--- src/rtl/multicyc_ctrl_fsm.sv ---
// -----------------------------------------------------------------------------
// multicyc_ctrl_fsm
//
// Multi-cycle control unit for the MIPS multi-cycle core. It sequences each
// instruction through fetch, decode and execute steps and drives every
// datapath enable and select. It supports R-type, lw, sw, beq, j and addi.
// Memory accesses wait on a variable-latency mem_ready handshake, with an
// optional timeout. Funct decode for R-type lives in alu_cu; this block only
// emits aluop = funct-decode.
//
// Parameters:
//   ALUOP_W     width of aluop (0 = add, 1 = sub, 2 = funct-decode)
//   MEM_TIMEOUT max wait cycles for mem_ready; 0 waits forever
//   TO_W        width of the wait counter (must hold MEM_TIMEOUT)
//   CNT_W       width of the performance counters
//
// Ports:
//   clk, reset      clock, asynchronous active-high reset
//   op              instr[31:26] from IR
//   zero            ALU zero flag, sampled in BRANCH
//   mem_ready       memory completes the current read/write this cycle
//   mem_addr_sel    0 = pc, 1 = aluout_reg
//   ir_we, pc_we    instruction register / PC write enables
//   alu_srca_sel    0 = pc, 1 = rs
//   alu_srcb_sel    0 = rt, 1 = 4, 2 = sign-ext imm, 3 = sign-ext imm << 2
//   aluop           ALU operation class
//   mem_rd, mem_wr  memory read / write requests
//   reg_we          register file write
//   nxt_pc_sel      0 = aluout, 1 = aluout_reg, 2 = jump target
//   wreg_dst_sel    0 = rt, 1 = rd
//   wrbck_data_sel  0 = aluout_reg, 1 = mdr
//   fault           sticky: illegal opcode or memory timeout
//   state_debug     current state encoding:
//                     0 IDLE, 1 FETCH, 2 DECODE, 3 MEMADR, 4 MEMRD, 5 MEMWB,
//                     6 MEMWR, 7 EXEC, 8 ALUWB, 9 BRANCH, 10 JUMP,
//                     11 ADDIEX, 12 ADDIWB, 13 ERROR
//   cyc_cnt, instr_cnt, stall_cnt
//                   performance counters, present only when the macro
//                   MULTICYC_PERF_CNT_EN is defined; tied to 0 otherwise
// -----------------------------------------------------------------------------
module multicyc_ctrl_fsm #(
  parameter int ALUOP_W     = 4,
  parameter int MEM_TIMEOUT = 0,
  parameter int TO_W        = 8,
  parameter int CNT_W       = 32
) (
  input  logic               clk,
  input  logic               reset,
  input  logic [5:0]         op,
  input  logic               zero,
  input  logic               mem_ready,
  output logic               mem_addr_sel,
  output logic               ir_we,
  output logic               alu_srca_sel,
  output logic [1:0]         alu_srcb_sel,
  output logic [ALUOP_W-1:0] aluop,
  output logic               mem_rd,
  output logic               mem_wr,
  output logic               reg_we,
  output logic               pc_we,
  output logic [1:0]         nxt_pc_sel,
  output logic               wreg_dst_sel,
  output logic               wrbck_data_sel,
  output logic               fault,
  output logic [3:0]         state_debug,
  output logic [CNT_W-1:0]   cyc_cnt,
  output logic [CNT_W-1:0]   instr_cnt,
  output logic [CNT_W-1:0]   stall_cnt
);

  typedef enum logic [3:0] {
    S_IDLE   = 4'd0,
    S_FETCH  = 4'd1,
    S_DECODE = 4'd2,
    S_MEMADR = 4'd3,
    S_MEMRD  = 4'd4,
    S_MEMWB  = 4'd5,
    S_MEMWR  = 4'd6,
    S_EXEC   = 4'd7,
    S_ALUWB  = 4'd8,
    S_BRANCH = 4'd9,
    S_JUMP   = 4'd10,
    S_ADDIEX = 4'd11,
    S_ADDIWB = 4'd12,
    S_ERROR  = 4'd13
  } state_t;

  localparam logic [5:0] OP_RTYPE = 6'b000000;
  localparam logic [5:0] OP_LW    = 6'b100011;
  localparam logic [5:0] OP_SW    = 6'b101011;
  localparam logic [5:0] OP_BEQ   = 6'b000100;
  localparam logic [5:0] OP_J     = 6'b000010;
  localparam logic [5:0] OP_ADDI  = 6'b001000;

  localparam logic [ALUOP_W-1:0] ALU_ADD   = ALUOP_W'(0);
  localparam logic [ALUOP_W-1:0] ALU_SUB   = ALUOP_W'(1);
  localparam logic [ALUOP_W-1:0] ALU_FUNCT = ALUOP_W'(2);

  // The counter holds the number of wait cycles already spent, so the
  // timeout fires on the wait cycle that would bring it to MEM_TIMEOUT.
  localparam bit              TO_EN   = (MEM_TIMEOUT != 0);
  localparam logic [TO_W-1:0] TO_LAST = TO_W'((MEM_TIMEOUT > 0) ? MEM_TIMEOUT - 1 : 0);

  state_t          state, state_nxt;
  logic [TO_W-1:0] wait_cnt;
  logic            in_wait;
  logic            timeout;

  // States that park on the memory handshake.
  assign in_wait = (state == S_FETCH) || (state == S_MEMRD) || (state == S_MEMWR);
  assign timeout = TO_EN && in_wait && !mem_ready && (wait_cnt == TO_LAST);

  // NOTE: state flops use non-blocking assignments so every register
  // samples the pre-edge values of the others.
  always_ff @(posedge clk or posedge reset) begin
    if (reset) state <= S_IDLE;
    else       state <= state_nxt;
  end

  // Outside the wait states the counter sits at 0, which gives the clear on
  // entry; mem_ready also clears it.
  always_ff @(posedge clk or posedge reset) begin
    if (reset)                    wait_cnt <= '0;
    else if (in_wait && !mem_ready) wait_cnt <= wait_cnt + 1'b1;
    else                          wait_cnt <= '0;
  end

  always_comb begin
    // NOTE: every output and the next state take a default before the case,
    // so no path through it can infer a latch.
    state_nxt      = state;
    mem_addr_sel   = 1'b0;
    ir_we          = 1'b0;
    alu_srca_sel   = 1'b0;
    alu_srcb_sel   = 2'd0;
    aluop          = ALU_ADD;
    mem_rd         = 1'b0;
    mem_wr         = 1'b0;
    reg_we         = 1'b0;
    pc_we          = 1'b0;
    nxt_pc_sel     = 2'd0;
    wreg_dst_sel   = 1'b0;
    wrbck_data_sel = 1'b0;
    fault          = 1'b0;

    case (state)
      S_IDLE: state_nxt = S_FETCH;

      S_FETCH: begin
        mem_rd       = 1'b1;
        alu_srcb_sel = 2'd1;
        // IR and PC load in the same cycle the memory returns the word.
        ir_we        = mem_ready;
        pc_we        = mem_ready;
        if (mem_ready)    state_nxt = S_DECODE;
        else if (timeout) state_nxt = S_ERROR;
      end

      S_DECODE: begin
        // Precompute the branch target while the opcode is decoded.
        alu_srcb_sel = 2'd3;
        case (op)
          OP_RTYPE:     state_nxt = S_EXEC;
          OP_LW, OP_SW: state_nxt = S_MEMADR;
          OP_BEQ:       state_nxt = S_BRANCH;
          OP_J:         state_nxt = S_JUMP;
          OP_ADDI:      state_nxt = S_ADDIEX;
          default:      state_nxt = S_ERROR;
        endcase
      end

      S_MEMADR: begin
        alu_srca_sel = 1'b1;
        alu_srcb_sel = 2'd2;
        state_nxt    = (op == OP_LW) ? S_MEMRD : S_MEMWR;
      end

      S_MEMRD: begin
        mem_rd       = 1'b1;
        mem_addr_sel = 1'b1;
        if (mem_ready)    state_nxt = S_MEMWB;
        else if (timeout) state_nxt = S_ERROR;
      end

      S_MEMWB: begin
        reg_we         = 1'b1;
        wrbck_data_sel = 1'b1;
        state_nxt      = S_FETCH;
      end

      S_MEMWR: begin
        mem_wr       = 1'b1;
        mem_addr_sel = 1'b1;
        if (mem_ready)    state_nxt = S_FETCH;
        else if (timeout) state_nxt = S_ERROR;
      end

      S_EXEC: begin
        alu_srca_sel = 1'b1;
        aluop        = ALU_FUNCT;
        state_nxt    = S_ALUWB;
      end

      S_ALUWB: begin
        reg_we       = 1'b1;
        wreg_dst_sel = 1'b1;
        state_nxt    = S_FETCH;
      end

      S_BRANCH: begin
        alu_srca_sel = 1'b1;
        aluop        = ALU_SUB;
        nxt_pc_sel   = 2'd1;
        pc_we        = zero;
        state_nxt    = S_FETCH;
      end

      S_JUMP: begin
        pc_we      = 1'b1;
        nxt_pc_sel = 2'd2;
        state_nxt  = S_FETCH;
      end

      S_ADDIEX: begin
        alu_srca_sel = 1'b1;
        alu_srcb_sel = 2'd2;
        state_nxt    = S_ADDIWB;
      end

      S_ADDIWB: begin
        reg_we    = 1'b1;
        state_nxt = S_FETCH;
      end

      // ERROR is absorbing; only reset leaves it, which makes fault sticky.
      S_ERROR: fault = 1'b1;

      // Unused encodings are treated as a fault.
      default: state_nxt = S_ERROR;
    endcase
  end

  assign state_debug = state;

`ifdef MULTICYC_PERF_CNT_EN
  // All three counters freeze once the controller has faulted.
  always_ff @(posedge clk or posedge reset) begin
    if (reset) begin
      cyc_cnt   <= '0;
      instr_cnt <= '0;
      stall_cnt <= '0;
    end else if (state != S_ERROR) begin
      cyc_cnt <= cyc_cnt + 1'b1;
      if (state == S_FETCH && mem_ready) instr_cnt <= instr_cnt + 1'b1;
      if (in_wait && !mem_ready)         stall_cnt <= stall_cnt + 1'b1;
    end
  end
`else
  assign cyc_cnt   = '0;
  assign instr_cnt = '0;
  assign stall_cnt = '0;
`endif

endmodule

--- config.mk ---
export PLATFORM = sky130hd
export DESIGN_NAME = multicyc_ctrl_fsm
export DESIGN_NICKNAME = d
export VERILOG_FILES = /design/src/rtl/multicyc_ctrl_fsm.sv
export SDC_FILE = /design/constraint.sdc
export NUM_CORES = 1
export LEC_CHECK = 0
export CORE_MARGIN = 4
export CORE_UTILIZATION = 32
export CTS_CLUSTER_SIZE = 24
export DETAILED_ROUTE_END_ITERATION = 10
export MAX_ROUTING_LAYER = met4
export PLACE_DENSITY = 0.85
export SYNTH_ARGS = -nofsm -noshare
export SYNTH_HDL_FRONTEND = slang
export SYNTH_SLANG_ARGS = --single-unit
--- constraint.sdc ---
create_clock -name clk -period 2.6 [get_ports clk]
set_input_delay 0.52 -clock clk [delete_from_list [all_inputs] [get_ports clk]]
set_output_delay 0.52 -clock clk [all_outputs]
set_load 0.005 [all_outputs]
==> qor.csv, run 1 <==
stage;metric;value;unit
layout;antenna_cells;0;
clock_tree;clk_pin_slew;30;ps
critical_path;required;2080;ps
critical_path;r2r_end;state_debug[1]$_DFFE_PP0P_;
timing;grt_setup_unrepaired;no;
placed_design;dp_cells;251;
critical_path;crit_path_end_kind;primary output;
yosys;synthTopCellsByCount;buf_4 (100), nor2_1 (12), a21oi_1 (8);
clock_tree;postCtsSetupRepairBufs;0;
timing;skew;2.33;ps
detailed_routing;routed_wl;2380;µm
critical_path;worstSetupStartpointType;primary input;
critical_path;crit_type;in -> out;
floorplanning;dieArea;5080;µm²
yosys;syn-cell-area;1280;µm²
pwr;intPower;522;µW
timing;fin_crit;2390;ps
yosys;async_reset_ff_share;100;%
critical_path;path_common_cell;clkdlybuf4s50_1;
timing;max_freq;0.418;GHz
critical_path;r2r_cells;4;
worst_hold_path;hp-class;in -> async;
layout;area_growth;-0.782;%
global_route;grt_pass1_vias;753;
clock_tree;numCtsBuffers;3;
critical_path;crit_slowest_cell;clkdlybuf4s50_1;
placed_design;dpl.hpwl;2070;µm
floorplanning;num_rows;22;
layout;fin_nets;218;
floorplanning;start_util;33.9;%
detailed_routing;drc;0;
yosys;ys_top_cells_by_area;buf_4 (59%), dfrtp_1 (7.8%), nor2_1 (3.5%);
pwr;pwr-share-comb;69.4;%
timing;finalCritPeriodShare;91.9;%
pwr;ir_drop;0.000211;V
yosys;yosysWarnings;0;
critical_path;path_cells;clkdlybuf4s50_1, and3_1, a211o_1, clkdlybuf4s50_1;
critical_path;crit_start;mem_ready;
yosys;synth-seq-cells;4;
clock_tree;clk_latency;210;ps
layout;final-instance-count-excl-fill;254;
detailed_routing;num_vias;955;
critical_path;critPathArrivalTime;1870;ps
placed_design;portBuffers;29;
pwr;pwr-share-seq;16.6;%
clock_tree;clock-sinks;4;
critical_path;crit_path_end;pc_we;
clock_tree;cts_resized;0;
clock_tree;root_buffer;clkbuf_8;
timing;finalSetupTns;0;ps
floorplanning;die_x;71.2;µm
yosys;synth_edf_count;0;
job;drv_cap;0;
yosys;synthFlopType;dfrtp_1;
yosys;yosysMostFrequentCell;buf_4;
floorplanning;die_h;71.2;µm
global_route;grt-ovfl-total;0;
detailed_routing;ant_nets;0;
pwr;leakagePower;0.000658;µW
detailed_routing;drt_iter0_drc;42;
layout;largest_reg_flops;4;
timing;hold_viol;0;
clock_tree;htree_levels;1;
critical_path;slowest_delay;490;ps
yosys;synthCells;182;
yosys;ys_seq_area_share;7.82;%
detailed_routing;wl_per_cell;9.35;µm
global_route;grt_max_degree;16;
global_route;grt_pass1_wl;3460;µm
critical_path;path_max_fanout;5;
pwr;p_clk_share;14.0;%
timing;drv_slew;0;
global_route;grt_use_total;8.43;%
run_status;status;finished clean;
pwr;switching_share;42.2;%
yosys;synth_cell_types;30;
floorplanning;coreArea;3770;µm²
timing;setup_viol;0;
yosys;avgSynthCellArea;7.03;µm²
layout;drive_gt1_share;3.40;%
yosys;synth_top_area_share;58.7;%
placed_design;place_congestion;0.890;
clock_tree;cts_tree;built;
pwr;power.density;711;nW/µm²
critical_path;r2r_slack;620;ps
detailed_routing;dr.pass1.iters;4;
critical_path;reg2reg_from;state_debug[1]$_DFFE_PP0P_;
global_route;antenna_found_initial;0;
clock_tree;holdBufCountCts;0;
clock_tree;cts_buffer_depth;2;
detailed_routing;viasPerCell;3.76;
floorplanning;io_pins;128;
layout;fillCellCount;423;
yosys;yosysTopAreaCell;buf_4;
pwr;p_switching;380;µW
[cell type report]
cell class                 instances  area, µm²  area share, %
clock buffer                       3       41.3           3.25
inverter                           4       15.0           1.18
multi-input combinational        163        741           58.3
sequential                         4        100           7.88
tap                               48       60.1           4.73
timing repair buffer              32        313           24.6
[power groups by stage]
stage | Sequential [µW] | Clock [µW] | Combinational [µW]
2_1_floorplan | 112 | 0 | 477
3_3_place_gp | 146 | 0 | 614
3_5_place_dp | 150 | 0 | 622
4_1_cts | 149 | 131 | 625
5_1_grt | 161 | 137 | 700
6_report | 150 | 127 | 626
[cell families after synthesis]
kind of cell    after synthesis  synth area share, %
other cells                   1                0.293
buf+inv                     112                 62.8
xor+xnor                      2                 1.37
flops                         4                 7.82
compound gates               26                 12.7
simple gates                 37                 15.1
[per-stage QoR]
stage / power, µW / cell area [µm²] / hold WS [ps] / utilization, % / worst slack (ps)
2_1_floorplan: 589 / 1640 / 286 / - / 973
3_3_place_gp: 760 / 1230 / 734 / 32.6 / 256
6_report: 902 / 1270 / 500 / 33.7 / 209
3_5_place_dp: 772 / 1230 / 731 / 32.6 / 232
4_1_cts: 905 / 1270 / 506 / 33.7 / 223
5_1_grt: 997 / 1270 / 533 / 33.7 / 122
[how the worst min path moves through the flow]
stage / start / to / slack, ps / cells after the start
2_1_floorplan: reset / state_debug[0]$_DFFE_PP0P_ / 290 / 1
3_3_place_gp: reset / state_debug[2]$_DFFE_PP0P_ / 730 / 2
3_5_place_dp: reset / state_debug[3]$_DFFE_PP0P_ / 730 / 2
4_1_cts: reset / state_debug[2]$_DFFE_PP0P_ / 510 / 2
5_1_grt: reset / state_debug[2]$_DFFE_PP0P_ / 530 / 2
6_report: reset / state_debug[2]$_DFFE_PP0P_ / 500 / 2
[per-layer routing]
layer  part of all wire [%]  global-route usage [%]  up-vias
li1                       -                       -      444
met1                     35                    10.9      426
met2                     49                    12.6       83
met3                     15                    1.40        2
met4                    1.2                    4.38        0
met5                      0                       -        -
[placed cells by master, fill, tap and decap left out, types with 2 or more instances in the layout]
| cell type | instances |
|---|---|
| dfrtp_1 | 4 |
| o21ai_0 | 7 |
| nor2_1 | 12 |
| nor4_1 | 2 |
| clkdlybuf4s50_1 | 29 |
| clkbuf_8 | 3 |
| and3_1 | 3 |
| a21oi_1 | 8 |
| nand2b_1 | 4 |
| a31oi_1 | 2 |
| nor3_1 | 4 |
| nand2_1 | 7 |
| inv_1 | 4 |
| conb_1 | 98 |
| buf_4 | 3 |
| a21boi_0 | 2 |
[worst max-delay path, delay by kind of cell]
| family | cells | cell delay, ps |
|---|---|---|
| AO/OA/AOI/OAI | 1 | 230 |
| buffers and inverters | 2 | 930 |
| AND/OR/NAND/NOR | 1 | 200 |
Power figures use the tool's default switching activity.
==> run 2: changes to the inputs <==
- CAP_MARGIN: default -> 5
- CORE_UTILIZATION: 32 -> 30
- PLACE_DENSITY: 0.85 -> 0.8
- clock period: 2.6 -> 2.2 ns (I/O delays scaled with it)
==> qor.csv, run 2 (synthesis gave the netlist of run 1 again) <==
stage;metric;value;unit;change
run_status;status;finished clean;;
placed_design;place_congestion;0.848;;-4.7%
placed_design;portBuffers;29;;unchanged
layout;final_common_cell;conb_1;;
placed_design;dpl.hpwl;2150;µm;+4.1%
clock_tree;clock-sinks;4;;unchanged
clock_tree;clk_latency;210;ps;about the same
critical_path;path_cells;clkdlybuf4s50_1, and3_1, a211o_1, clkdlybuf4s50_1;;
global_route;grt_use_total;7.94;%;-0.49 points
detailed_routing;routed_wl;2490;µm;+4.6%
detailed_routing;wl_per_cell;9.60;µm;+2.6%
detailed_routing;num_vias;937;;-1.9%
timing;grt_setup_unrepaired;yes;;
critical_path;required;1760;ps;-320 ps
pwr;power.density;848;nW/µm²;+19%
timing;finalCritPeriodShare;97.3;%;
detailed_routing;drt_iter0_drc;60;;+43%
clock_tree;holdBufCountCts;0;;unchanged
critical_path;path_common_cell;clkdlybuf4s50_1;;
layout;fillCellCount;465;;+9.9%
global_route;grt-ovfl-total;0;;unchanged
clock_tree;cts_tree;built;;
layout;multi_input_area;753;µm²;+1.7%
global_route;grt_max_degree;17;;+1
placed_design;dp_cells;256;;+2.0%
timing;max_freq;0.467;GHz;
detailed_routing;ant_nets;0;;unchanged
detailed_routing;dr.pass1.iters;4;;unchanged
critical_path;critPathArrivalTime;1700;ps;-170 ps
critical_path;worstSetupStartpointType;primary input;;
floorplanning;die_x;73.3;µm;+2.9%
layout;final_cell_mix;conb_1 (98), clkdlybuf4s50_1 (29), nor2_1 (9);;
detailed_routing;drc;0;;unchanged
pwr;pwr-share-comb;72.2;%;+2.8 points
timing;finalSetupTns;0;ps;unchanged
job;drv_cap;0;;unchanged
layout;regArea;103;µm²;+2.5%
pwr;pwr-share-seq;14.2;%;-2.4 points
layout;final-instance-count-excl-fill;259;;+2.0%
clock_tree;numCtsBuffers;3;;unchanged
critical_path;crit_slowest_cell;clkdlybuf4s50_1;;
clock_tree;clk_pin_slew;30;ps;about the same
critical_path;crit_path_end_kind;primary output;;
critical_path;slowest_delay;450;ps;-40 ps
floorplanning;coreArea;4060;µm²;+7.6%
detailed_routing;viasPerCell;3.62;;-3.8%
clock_tree;postCtsSetupRepairBufs;0;;unchanged
timing;fin_crit;2140;ps;
clock_tree;cts_resized;0;;unchanged
critical_path;r2r_cells;4;;unchanged
critical_path;path_max_fanout;2;;-3
timing;drv_slew;0;;unchanged
layout;largest_reg_flops;4;;unchanged
floorplanning;dieArea;5380;µm²;+5.9%
global_route;grt_pass1_wl;3340;µm;-3.6%
floorplanning;num_rows;23;;+4.5%
layout;drive_gt1_share;8.13;%;+4.7 points
pwr;ir_drop;0.000226;V;+6.9%
pwr;leakagePower;0.000673;µW;+2.2%
floorplanning;io_pins;128;;unchanged
layout;fin_nets;221;;+1.4%
clock_tree;cts_buffer_depth;2;;unchanged
clock_tree;root_buffer;clkbuf_8;;
clock_tree;htree_levels;1;;unchanged
timing;skew;3.02;ps;+0.683 ps
pwr;intPower;644;µW;+23%
pwr;p_switching;470;µW;+23%
floorplanning;start_util;31.5;%;-2.4 points
global_route;grt_pass1_vias;714;;-5.2%
global_route;antenna_found_initial;0;;unchanged
timing;setup_viol;0;;unchanged
critical_path;crit_type;in -> out;;
worst_hold_path;hp-class;in -> async;;
pwr;p_clk_share;13.6;%;-0.4 points
layout;antenna_cells;0;;unchanged
layout;area_growth;2.64;%;
pwr;switching_share;42.2;%;about the same
floorplanning;die_h;73.3;µm;+2.9%
timing;hold_viol;0;;unchanged
-- run 2: power by group through the flow --
| stage | logic (µW) | registers (µW) | clock network, µW |
|---|---|---|---|
| floorplan | 564 | 132 | 0 |
| global placement | 768 | 148 | 0 |
| detailed placement | 782 | 153 | 0 |
| CTS | 785 | 152 | 158 |
| global route | 889 | 167 | 165 |
| finish | 804 | 159 | 151 |
-- run 2: stage by stage --
stage	worst slack (ps)	hold WS [ps]	cell area, µm²	util [%]	power, µW
floorplan	653	206	1640	-	696
global placement	81.2	629	1250	30.9	916
detailed placement	68.8	636	1250	30.9	935
CTS	6.13	408	1290	31.9	1090
global route	-21.0	439	1310	32.4	1220
finish	59.1	406	1310	32.4	1110
-- run 2: layer usage --
metal	part of all wire, %	vias up	GRT usage (%)
met2	48	75	12.9
met1	37	406	9.95
met5	0	-	-
li1	-	454	-
met3	14	2	1.92
met4	0.76	0	1.81
-- run 2: final timing paths --
| kind | startpoint | endpoint | slack, ps |
|---|---|---|---|
| worst max-delay path | mem_ready | pc_we | 60 |
| worst min register to register | state_debug[1]$_DFFE_PP0P_ | state_debug[1]$_DFFE_PP0P_ | 620 |
| worst max register to register | state_debug[2]$_DFFE_PP0P_ | state_debug[1]$_DFFE_PP0P_ | 360 |
| worst min-delay path | reset | state_debug[2]$_DFFE_PP0P_ | 410 |
| max in group asynchronous | reset | state_debug[3]$_DFFE_PP0P_ | 1630 |
| min in group clk | state_debug[1]$_DFFE_PP0P_ | state_debug[1]$_DFFE_PP0P_ | 620 |
-- run 2: final cells by class --
cell class,instances,area share [%]
repair buffers,35,25.8
well taps,50,4.76
inverters,4,1.14
flip-flops and latches,4,7.81
clock buffers,3,3.14
multi-input cells,163,57.3
-- run 2: critical path, delay by kind of cell --
kind	cells	cell delay (ps)
buffers and inverters	2	870
AO/OA/AOI/OAI	1	220
AND/OR/NAND/NOR	1	170
==> edit 1: new RTL, config.mk and constraints of run 2 <==
`CNT_W`: 32 -> 36.
--- a/src/rtl/multicyc_ctrl_fsm.sv
+++ b/src/rtl/multicyc_ctrl_fsm.sv
@@ -43,5 +43,5 @@
   parameter int MEM_TIMEOUT = 0,
   parameter int TO_W        = 8,
-  parameter int CNT_W       = 32
+  parameter int CNT_W       = 36
 ) (
   input  logic               clk,
Ports: changed (resized cyc_cnt, instr_cnt and stall_cnt); port bits go from 128 to 140. No check against the original RTL was run, so the function may have changed too.
==> edit 1 against run 2 <==
Utilization shrank 1.7 points; fmax grew 1.2%; cell area grew 2.5%; first-iteration DRC count grew 70%; critical endpoint unchanged; sequential cell count is the same; power shrank 0.75%; global-route usage grew 0.12 points; worst setup slack gained 0.026 ns; synthesized area grew 7.0%; wire length grew 4.3%; cell count grew 5.0%.
==> edit 1: results (changes against run 2) <==
- CP peak stage delay: 0.44 ns
- Clk buf depth: 2 (unchanged)
- DP Worst Slack: 0.07430 ns (+0.005484 ns)
- Uppermost routed layer: met4
- Final net count: 232 (+5.0%)
- Crit-path leading delay family: buffers and inverters
- Most instantiated cells after synthesis: buf_4, nor2_1, a21oi_1
- DR WL/cell: 9.537 microns (-0.64%)
- Fraction of layout cells with a size suffix above 1: 0.05455 (-0.02679)
- Routing usage on met2: 0.1256 (-0.003497)
- Hold Path Class: primary input to asynchronous set/reset pin
- Routed length on met3: 460 microns (+30%)
- Metal1 wirelength: 800 microns (-13%)
- Synth cell types: 30 (unchanged)
- DR vias/cell: 3.610 (-0.21%)
- CP max FO: 2 (unchanged)
- Status: finished, final reports clean
- GRT Overall Usage: 0.08059 (+0.001194)
- Met2 wire length: 1257 microns (+5.0%)
- Async set-reset flop share out of synthesis: 1.000 (unchanged)
- Htree depth: 1 (unchanged)
- ANT cells: 0 (unchanged)
- Global Route met1 Usage: 0.08504 (-0.01447)
- Initial DRC Count: 102 (+70%)
- CP max stage cell: clkdlybuf4s50_1
- Peak supply drop: 0.2729 mV (+21%)
- Primary FF master, synth: dfrtp_1
- First-pass GRT wire length: 3277 microns (-1.9%)
- Leakage: 0.7079 nW (+5.2%)
- Number of fill cells in the layout: 485 (+4.3%)
- GPL Wtd Cong: 0.8118 (-4.3%)
- Vias in the first global route: 738 (+3.4%)
- Max FFs per register: 4 (unchanged)
- M3 GR Usage: 0.01847 (-0.0006822)
- Clock skew: 0.001234 ns (-0.001782 ns)
- Dominant cells by area after synthesis: buf_4, dfrtp_1, nor2_1
- Sequential element share of the synthesized area: 0.07306 (-0.005142)
- HPWL after DPL: 2231 microns (+3.5%)
==> edit 1: timing repair <==
action | in CTS | in global routing
endpoints found under the setup margin | 0 | 2
endpoints found under the hold margin | 0 | 0
gates resized for setup | 0 | 4
==> edit 1: report_power, final <==
group	internal (mW)	switching [mW]
Sequential	0.107	0.0413
Combinational	0.414	0.390
Clock	0.117	0.0377
Total	0.637	0.469
==> edit 1: area by class of cell <==
class                           count  area [sq um]  area share
Clock buffer                        3         41.29     0.03067
Timing Repair Buffer               34         327.8      0.2435
Multi-Input combinational cell    175         795.8      0.5911
Inverter                            4         15.01     0.01115
Sequential cell                     4         101.3     0.07528
Tap cell                           52         65.06     0.04833
==> edit 1: cells by family after synthesis <==
kind of cell / after synthesis / synth area share
buf+inv: 124 / 0.6521
simple gates: 37 / 0.1406
compound gates: 26 / 0.1187
flops: 4 / 0.07306
xor+xnor: 2 / 0.01279
other cells: 1 / 0.002737
==> edit 1: worst paths after layout <==
| check | startpoint | to | slack [ns] |
|---|---|---|---|
| min in group clk | state_debug[3] | state_debug[2] | 0.65 |
| max in group asynchronous | reset | state_debug[3] | 1.62 |
| worst min-delay path | reset | state_debug[2] | 0.41 |
| worst max-delay path | mem_ready | pc_we | 0.08 |
| worst max register to register | state_debug[2] | state_debug[1] | 0.33 |
| worst min register to register | state_debug[3] | state_debug[2] | 0.65 |
==> edit 1: stage by stage <==
step                total power, mW  cells   TNS [ns]    util  cell area [sq um]
detailed placement           0.9372    269          0  0.2951               1294
CTS                           1.097    272          0  0.3045               1335
global placement             0.9188    269          0  0.2951               1294
global route                  1.218    272  -0.006393  0.3071               1346
floorplan                    0.7158    303          0       -               1779
finish                        1.106    272          0  0.3071               1346
==> edit 2: new RTL, settings of run 2 <==
Made on the original files. Put a register stage on the output `fault`, cleared by the reset. The value now appears one clock later. The other outputs are not delayed to match.
--- a/src/rtl/multicyc_ctrl_fsm.sv
+++ b/src/rtl/multicyc_ctrl_fsm.sv
@@ -102,4 +102,6 @@
   localparam logic [TO_W-1:0] TO_LAST = TO_W'((MEM_TIMEOUT > 0) ? MEM_TIMEOUT - 1 : 0);
 
+  logic fault_d;
+
   state_t          state, state_nxt;
   logic [TO_W-1:0] wait_cnt;
@@ -142,5 +144,5 @@
     wreg_dst_sel   = 1'b0;
     wrbck_data_sel = 1'b0;
-    fault          = 1'b0;
+    fault_d        = 1'b0;
 
     case (state)
@@ -234,5 +236,5 @@
 
       // ERROR is absorbing; only reset leaves it, which makes fault sticky.
-      S_ERROR: fault = 1'b1;
+      S_ERROR: fault_d = 1'b1;
 
       // Unused encodings are treated as a fault.
@@ -262,4 +264,12 @@
 `endif
 
+  always_ff @(posedge clk or posedge reset) begin
+    if (reset) begin
+      fault <= '0;
+    end else begin
+      fault <= fault_d;
+    end
+  end
+
 endmodule
 
Formal check against the unedited RTL: not equivalent (a bounded check fails within 4 cycles, from zero or initial values and one cycle with reset high).
==> edit 2 against run 2 <==
Worst setup slack better by 0.079 ns; synthesized cell count decreased by 3.3%; sequential share of layout area increased by 1.7 points; wire length fell by 2.9%; die area fell by 0.26%; sequential power is 9% higher; non-clock buffer count decreased by 1; sequential cell count is 1 higher; utilization is 0.40 points higher; power grew 1.2%; synthesized area is 0.29% lower; clock skew decreased by 0.0027 ns; critical path depth is 1 lower; cell area rose by 1.2%.
==> edit 2: results (changes against run 2) <==
- Post_cts resized: 0 (unchanged)
- Antenna violations before repair: 0 (unchanged)
- Sequential cell area: 126.4 sq um (+23%)
- Hold Path Class: primary input to asynchronous set/reset pin
- # clk buffers: 4 (+1)
- Post-CTS Setup Repair Bufs: 0 (unchanged)
- DP Worst Slack: 0.02951 ns (-0.03931 ns)
- ANT cells: 0 (unchanged)
- Clock skew: 0.0003014 ns (-0.002714 ns)
- GPL Wtd Cong: 0.8324 (-1.9%)
- FFs & Latches: 5 (+1)
- CP max FO: 2 (unchanged)
- Port Buf Inserts: 29 (unchanged)
- CTS Buf Count: 3 (unchanged)
- Max FFs per register: 4 (unchanged)
- Status: finished, final reports clean
- Finished Layout Cells: 257 (-0.77%)
- Post-detailed-routing wire length: 2415 microns (-2.9%)
- Via count: 925 (-1.3%)
- HPWL after DPL: 2114 microns (-1.9%)
- Multi-input combinational area share: 0.5644 (-0.008895)
- Clock Latency Late Sink: 0.22 ns
- GRT Overall Usage: 0.07394 (-0.005453)
- Number of non-clock buffers: 34 (-2.9%)
- Fraction of layout cells with a size suffix above 1: 0.06280 (-0.01854)
- Vias in the first global route: 662 (-7.3%)
- Synth warn: 0 (unchanged)
- Peak supply drop: 0.2410 mV (+6.8%)
- Htree depth: 1 (unchanged)
- Number of fill cells in the layout: 475 (+2.2%)
- Sequential element share of the synthesized area: 0.09804 (+0.01984)
- Worst EP arrival: 1.62 ns (-0.08 ns)
- Number of iterations in the first detailed-routing pass: 3 (-1)
- Clock Tree Root: clkbuf_8
- Most instantiated cells after synthesis: buf_4, nor2_1, nand2_1
- Dominant cells by area after synthesis: buf_4, dfrtp_1, nor2_1
- Primary FF master, synth: dfrtp_1
- R2R depth: 4 (unchanged)
- Multi-Input Combinational: 160 (-1.8%)
- Final net count: 218 (-1.4%)
- Clk buf depth: 2 (unchanged)
- First-pass GRT wire length: 3056 microns (-8.5%)
- Buffering overhead: 0.2484 (-0.009742)
- Synth cell types: 30 (unchanged)
- Avg Cell Area, Syn: 7.251 sq um (+3.1%)
- Clock-cell share: 0.03387 (+0.002438)
- Initial DRC Count: 27 (-55%)
- Largest net degree at the start of global routing: 17 (unchanged)
- Async set-reset flop share out of synthesis: 1.000 (unchanged)
- CTS clk-pin slew, worst paths: 0.04 ns
- Placed cells: 253 (-1.2%)
- Leakage: 0.6995 nW (+3.9%)
- Non-clk invs: 4 (unchanged)
[edit 2: cells by family after synthesis]
logic type,after synthesis,synth area share
buf+inv,108,0.6147
other cells,1,0.002938
flops,5,0.09804
xor+xnor,2,0.01373
simple gates,39,0.1578
compound gates,21,0.1127
[edit 2: worst max-delay path, stage by stage]
cell and delay, ns:
clkdlybuf4s50_1 0.49, and3_1 0.19, clkdlybuf4s50_1 0.51
[edit 2: per-layer routing]
| layer | up-vias | share of wire | track usage |
|---|---|---|---|
| met3 | 4 | 0.15 | 0.02066 |
| met2 | 68 | 0.47 | 0.1033 |
| met4 | 0 | 0.012 | 0.03074 |
| li1 | 445 | - | - |
| met1 | 408 | 0.37 | 0.09885 |
| met5 | - | 0 | - |
[edit 2: final timing paths]
| path | slack (ns) | start | endpoint |
|---|---|---|---|
| max | 0.14 | mem_ready | ir_we |
| min | 0.43 | reset | fault |
| max reg2reg | 0.29 | state_debug[3] | state_debug[1] |
| min reg2reg | 0.69 | state_debug[0] | fault |
| max in group asynchronous | 1.57 | reset | state_debug[2] |
| min in group clk | 0.69 | state_debug[0] | fault |
[edit 2: per-stage QoR]
stage | total power, mW | area, sq um
after global placement | 0.9075 | 1261
after detailed placement | 0.9234 | 1261
after CTS | 1.099 | 1306
final | 1.128 | 1330
after floorplan | 0.6864 | 1640
after global routing | 1.226 | 1330
[edit 2: power by group]
part | internal, mW | leakage [nW] | switching, mW
combinational | 0.408 | 0.614 | 0.372
clock | 0.125 | 0.0228 | 0.0486
sequential | 0.129 | 0.0626 | 0.0450
